===== src/rtl/unidad_control_alu.sv =====
// Sequencing and register-file stage in front of a 4-bit ALU: accepts one
// instruction per three cycles, feeds the ALU, writes back and counts retirements.
module unidad_control_alu #(
  parameter logic [3:0] P_OP_LDI = 4'b1111
) (
  input  logic        iClk,
  input  logic        iRst_n,
  input  logic [11:0] ivPalabra,
  input  logic        iValido,
  output logic        oListo,
  output logic [3:0]  ovOpcode,
  output logic [3:0]  ovOperandoA,
  output logic [3:0]  ovOperandoB,
  input  logic [3:0]  ivResultado,
  input  logic [3:0]  ivFlagsAlu,
  output logic [3:0]  ovFlags,
  output logic        oHecho,
  output logic        oError,
  input  logic [1:0]  ivSelLectura,
  output logic [3:0]  ovLectura,
  output logic [7:0]  ovContador
);

  typedef enum logic [1:0] {
    IDLE    = 2'd0,
    EJECUTA = 2'd1,
    ESCRIBE = 2'd2
  } state_t;

  state_t      state;
  state_t      state_next;
  logic [3:0]  regs [4];
  logic [3:0]  op_p1;
  logic [1:0]  rd_p1;
  logic [3:0]  imm_p1;
  logic        reservado;

  // ALU opcodes occupy 0..10; 11..14 are reserved, 15 is load-immediate
  assign reservado = (op_p1 > 4'd10) && (op_p1 != P_OP_LDI);
  assign ovLectura = regs[ivSelLectura];

  always_ff @(posedge iClk or negedge iRst_n) begin
    if (!iRst_n) begin
      state <= IDLE;
    end else begin
      state <= state_next;
    end
  end

  always_comb begin
    state_next = state;
    oListo     = 1'b0;
    oHecho     = 1'b0;
    oError     = 1'b0;
    case (state)
      IDLE: begin
        oListo = 1'b1;
        if (iValido) state_next = EJECUTA;
      end
      EJECUTA: begin
        state_next = ESCRIBE;
      end
      ESCRIBE: begin
        oHecho     = 1'b1;
        oError     = reservado;
        state_next = IDLE;
      end
      default: state_next = IDLE;
    endcase
  end

  // Stage p0 -> p1: capture the word and read both operands at acceptance
  always_ff @(posedge iClk or negedge iRst_n) begin
    if (!iRst_n) begin
      ovOpcode    <= 4'd0;
      ovOperandoA <= 4'd0;
      ovOperandoB <= 4'd0;
      op_p1       <= 4'd0;
      rd_p1       <= 2'd0;
      imm_p1      <= 4'd0;
    end else if (state == IDLE && iValido) begin
      ovOpcode    <= ivPalabra[11:8];
      ovOperandoA <= regs[ivPalabra[5:4]];
      ovOperandoB <= regs[ivPalabra[1:0]];
      op_p1       <= ivPalabra[11:8];
      rd_p1       <= ivPalabra[7:6];
      imm_p1      <= ivPalabra[3:0];
    end
  end

  // Stage p1 -> p2: writeback and flag update at the end of EJECUTA
  always_ff @(posedge iClk or negedge iRst_n) begin
    if (!iRst_n) begin
      for (int i = 0; i < 4; i++) regs[i] <= 4'd0;
      ovFlags <= 4'd0;
    end else if (state == EJECUTA) begin
      if (op_p1 == P_OP_LDI) begin
        regs[rd_p1] <= imm_p1;
      end else if (op_p1 <= 4'd10) begin
        regs[rd_p1] <= ivResultado;
        ovFlags     <= ivFlagsAlu;
      end
    end
  end

  // Retirement count advances as ESCRIBE completes, so an aborted instruction is never counted
  always_ff @(posedge iClk or negedge iRst_n) begin
    if (!iRst_n) begin
      ovContador <= 8'd0;
    end else if (state == ESCRIBE) begin
      ovContador <= ovContador + 8'd1;
    end
  end

endmodule


===== config.mk =====
export PLATFORM = sky130hd
export DESIGN_NAME = unidad_control_alu
export DESIGN_NICKNAME = d
export VERILOG_FILES = /design/src/rtl/unidad_control_alu.sv
export SDC_FILE = /design/constraint.sdc
export NUM_CORES = 1
export LEC_CHECK = 0
export ABC_AREA = 1
export CORE_AREA = 2 2 100 102
export CTS_BUF_LIST = sky130_fd_sc_hd__clkbuf_4 sky130_fd_sc_hd__clkbuf_8 sky130_fd_sc_hd__clkbuf_16
export CTS_CLUSTER_SIZE = 28
export DETAILED_ROUTE_END_ITERATION = 7
export DIE_AREA = 0 0 102 104
export GPL_ROUTABILITY_DRIVEN = 1
export GPL_TIMING_DRIVEN = 0
export PLACE_DENSITY_LB_ADDON = 0.08
export SETUP_SLACK_MARGIN = 0.5
export SLEW_MARGIN = 10
export SYNTH_ARGS = -nofsm -noshare
export SYNTH_HDL_FRONTEND = slang
export SYNTH_SLANG_ARGS = --single-unit
export TNS_END_PERCENT = 5

===== constraint.sdc =====
create_clock -name iClk -period 1.6 [get_ports iClk]
set_input_delay 0.4 -clock iClk [delete_from_list [all_inputs] [get_ports iClk]]
set_output_delay 0.4 -clock iClk [all_outputs]
set_load 0.02 [all_outputs]

==> run_summary.xml <==
<?xml version="1.0" encoding="UTF-8"?>
<metrics>
  <group name="cells_and_area">
    <metric name="most-common-layout-cells" unit="">nand2_1, dfrtp_1, buf_6, inv_1, clkdlybuf4s50_1</metric>
    <metric name="final_util" unit="%">38.4</metric>
    <metric name="antenna-diode-count" unit="">0</metric>
    <metric name="area_growth" unit="%">51.1</metric>
    <metric name="final_net_count" unit="">422</metric>
    <metric name="post_route_cells_drive_above_1_share" unit="%">32.5</metric>
    <metric name="mostFrequentLayoutCell" unit="">nand2_1</metric>
  </group>
  <group name="clocking">
    <metric name="numCtsBuffers" unit="">5</metric>
    <metric name="tritoncts" unit="">done</metric>
    <metric name="cts_root_buffer" unit="">clkbuf_8</metric>
    <metric name="numClockSinks" unit="">48</metric>
    <metric name="worst_setup_hold_path_clk_slew" unit="ns">0.10</metric>
    <metric name="cts-root-to-sink-buffers" unit="">2</metric>
    <metric name="ctsHtreeMaxLevel" unit="">2</metric>
    <metric name="clkLatencyLatePin" unit="ns">0.30</metric>
  </group>
  <group name="routing">
    <metric name="detail_route.first_pass.iterations" unit="">4</metric>
    <metric name="post_drt_wl_per_cell" unit="um">12.7</metric>
    <metric name="routed_wl" unit="um">6740</metric>
    <metric name="num_vias" unit="">2256</metric>
    <metric name="drt-initial-drc-count" unit="">97</metric>
    <metric name="antenna_violating_nets_post_route" unit="">0</metric>
    <metric name="dr_vias_cell" unit="">4.26</metric>
    <metric name="detail_route.drc_violations" unit="">0</metric>
  </group>
  <group name="setup_path">
    <metric name="cp_num_buf_inv" unit="">2</metric>
    <metric name="worst_ep_required_time" unit="ns">1.20</metric>
    <metric name="critical_path.max_fanout" unit="">4</metric>
    <metric name="cpLargestDelayFamily" unit="">flip-flops</metric>
    <metric name="worst_path_max_delay_cell" unit="">dfrtp_2</metric>
    <metric name="cpMostUsedCell" unit="">nand2_4</metric>
    <metric name="cp_data_arrival_time" unit="ns">1.20</metric>
    <metric name="crit_path_end_kind" unit="">output pin</metric>
    <metric name="worstSetupPathType" unit="">register to output pin</metric>
    <metric name="slowest_delay" unit="ns">0.44</metric>
    <metric name="worst_setup_path_start_kind" unit="">register</metric>
    <metric name="worstPathCellList" unit="">nand2_4, inv_2, nand2_4, nand2_4, nor2_4, buf_6</metric>
  </group>
  <group name="timing">
    <metric name="timing_max_transition_violations_final" unit="">0</metric>
    <metric name="worst_pin_slew" unit="ns">0.704</metric>
    <metric name="whs" unit="ns">0.132</metric>
    <metric name="timing.fmax" unit="MHz">624</metric>
    <metric name="postLayoutSetupSlackWorst" unit="ns">-0.00332</metric>
    <metric name="rsz0062_at_grt" unit="">yes</metric>
    <metric name="max_transition_margin" unit="%">53.1</metric>
    <metric name="timing_hold_violations_final" unit="">0</metric>
    <metric name="finClkSkew" unit="ns">0.0123</metric>
    <metric name="timing.final.setup_violations" unit="">2</metric>
    <metric name="fin_crit" unit="ns">1.60</metric>
    <metric name="fin_crit_sh" unit="%">100</metric>
  </group>
  <group name="pwr">
    <metric name="irDropWorstVdd" unit="V">0.000489</metric>
    <metric name="static-leakage-power" unit="nW">1.78</metric>
    <metric name="areal_power_density_over_the_cells" unit="nW/um^2">1470</metric>
  </group>
  <group name="synthesis">
    <metric name="postSynth.asyncResetShare" unit="%">100</metric>
    <metric name="yosysWarnings" unit="">0</metric>
    <metric name="register_area_share_after_synthesis" unit="%">49.6</metric>
    <metric name="syn-num-nets" unit="">347</metric>
    <metric name="syn_area" unit="sq um">2420</metric>
    <metric name="synthCells" unit="">321</metric>
    <metric name="postSynthRegisterBits" unit="">48</metric>
    <metric name="ys.flop_type" unit="">dfrtp_1</metric>
    <metric name="synth_cell_type_count" unit="">22</metric>
    <metric name="synth_enable_flop_cells" unit="">0</metric>
    <metric name="post_synth.cell_area_avg" unit="sq um">7.55</metric>
  </group>
  <group name="grt">
    <metric name="grt_first_pass_wirelength" unit="um">11300</metric>
    <metric name="grtUsageMet1" unit="%">18.8</metric>
    <metric name="grt_pass1_vias" unit="">2231</metric>
    <metric name="grt-busiest-layer" unit="">met2</metric>
    <metric name="global_route.usage.met2" unit="%">21.3</metric>
    <metric name="grt_antenna_before_repair" unit="">0</metric>
    <metric name="grt_max_degree" unit="">30</metric>
    <metric name="use_met3" unit="%">2.28</metric>
    <metric name="global_route_overflow" unit="">0</metric>
    <metric name="track_usage" unit="%">13.4</metric>
  </group>
  <group name="die">
    <metric name="die_area" unit="sq um">10600</metric>
    <metric name="floorplan.io_pins" unit="">56</metric>
    <metric name="chipWidth" unit="um">102</metric>
    <metric name="area_of_the_core" unit="sq um">9550</metric>
    <metric name="starting_utilization_of_the_core_area" unit="%">25.4</metric>
    <metric name="floorplan.rows" unit="">36</metric>
    <metric name="die_y" unit="um">104</metric>
  </group>
  <group name="hold_path">
    <metric name="timing.hold.worst.class" unit="">primary input to async pin</metric>
  </group>
  <group name="placement">
    <metric name="port-buffer-count" unit="">53</metric>
    <metric name="detailed_place_hpwl" unit="um">5020</metric>
    <metric name="gpl.final_weighted_congestion" unit="">0.812</metric>
    <metric name="post-place-ws" unit="ns">-1.02</metric>
  </group>
  <group name="flow_run">
    <metric name="max_cap_viol" unit="">0</metric>
  </group>
  <group name="status">
    <metric name="outcome" unit="">finished with violations</metric>
    <metric name="violations_in_the_final_reports" unit="">setup timing</metric>
  </group>
</metrics>
## state kept, by name, indices dropped and copies added (netlist names)
signal       cells
ovContador       8
regs            16
rd_p1            2
ovFlags          4
ovOperandoB      4
op_p1            4
imm_p1           4
state            2
ovOperandoA      4
## Yosys cell counts (4+ instances only)
| library cell | number | share of area [%] |
|---|---|---|
| nor2_1 | 11 | 1.7 |
| dfrtp_1 | 48 | 50 |
| nand3_1 | 28 | 5.8 |
| nand2_1 | 133 | 21 |
| o21ai_0 | 19 | 3.9 |
| xor2_1 | 4 | 1.4 |
| inv_1 | 32 | 5.0 |
| a21oi_1 | 18 | 3.7 |
| clkbuf_1 | 4 | 0.62 |
| o211ai_1 | 8 | 2.5 |
## routing by layer
layer  vias to the layer above  wire [um]  share of wire, %
met5                         -          0                 0
met3                         9        273               4.1
met1                      1023       3230                48
met2                        53       3120                46
li1                       1171          -                 -
met4                         0        111               1.6
## worst register-to-register path: cells and delay by family (launching register included)
| family | cells | cell delay [ns] |
|---|---|---|
| DFF | 1 | 0.41 |
| AOI/OAI and AO/OA | 1 | 0.28 |
| and+or+nand+nor | 4 | 0.27 |
| buffers and inverters | 3 | 0.42 |
## power breakdown
part	total, W	internal, W	leakage [nW]	switching [W]
clock	0.000905	0.000482	0.0586	0.000423
combinational	0.00234	0.00109	1.14	0.00125
sequential	0.00213	0.00167	0.586	0.000461
total	0.00537	0.00324	1.78	0.00213
## stage by stage
stage / power (W) / cell area, sq um / TNS [ns] / instances
finish: 0.00537 / 3660 / -0.00554 / 530
global route: 0.00578 / 3660 / -0.321 / 530
CTS: 0.00536 / 3610 / -0.0258 / 527
detailed placement: 0.00409 / 3220 / -6.25 / 508
global placement: 0.00407 / 3200 / -73.97 / 507
floorplan: 0.00319 / 2500 / 0 / 321
## area by class of cell
cell class	count	area (sq um)
fill	1009	5890
multi-input combinational	231	1250
sequential	48	1210
timing repair buffer	68	704
tap	133	166
inverter	33	134
buffer	9	87.6
clock buffer	6	76.3
clock inverter	2	35.0
## cell families (layout without fill, tap and decap cells)
logic type	after synthesis	count (layout)	share of synthesized area, %
simple gates	180	180	30.5
flops	48	48	49.6
compound gates	46	46	10.8
fa+ha+maj	1	1	0.516
buf+inv	42	118	7.23
xor+xnor	4	4	1.45
## path summary, 6_finish.rpt
kind	endpoint	cells past startpoint	slack, ns	from
setup reg to reg	regs[14]	8	0.16	op_p1[1]
min in group iClk	imm_p1[2]	2	0.49	imm_p1[2]
setup / recovery	oError	6	-0.003	op_p1[2]
hold reg to reg	imm_p1[2]	2	0.49	imm_p1[2]
hold / removal	ovContador[5]	1	0.13	iRst_n
max in group asynchronous	regs[7]	2	0.92	iRst_n
## repair_timing
action,CTS,global route
resized for setup,245,12
buffers inserted,11,3
pin swaps,30,7
hold buffers,0,0
gates cloned,0,0
endpoints found under the setup margin,73,74
Power figures use the tool's default switching activity.
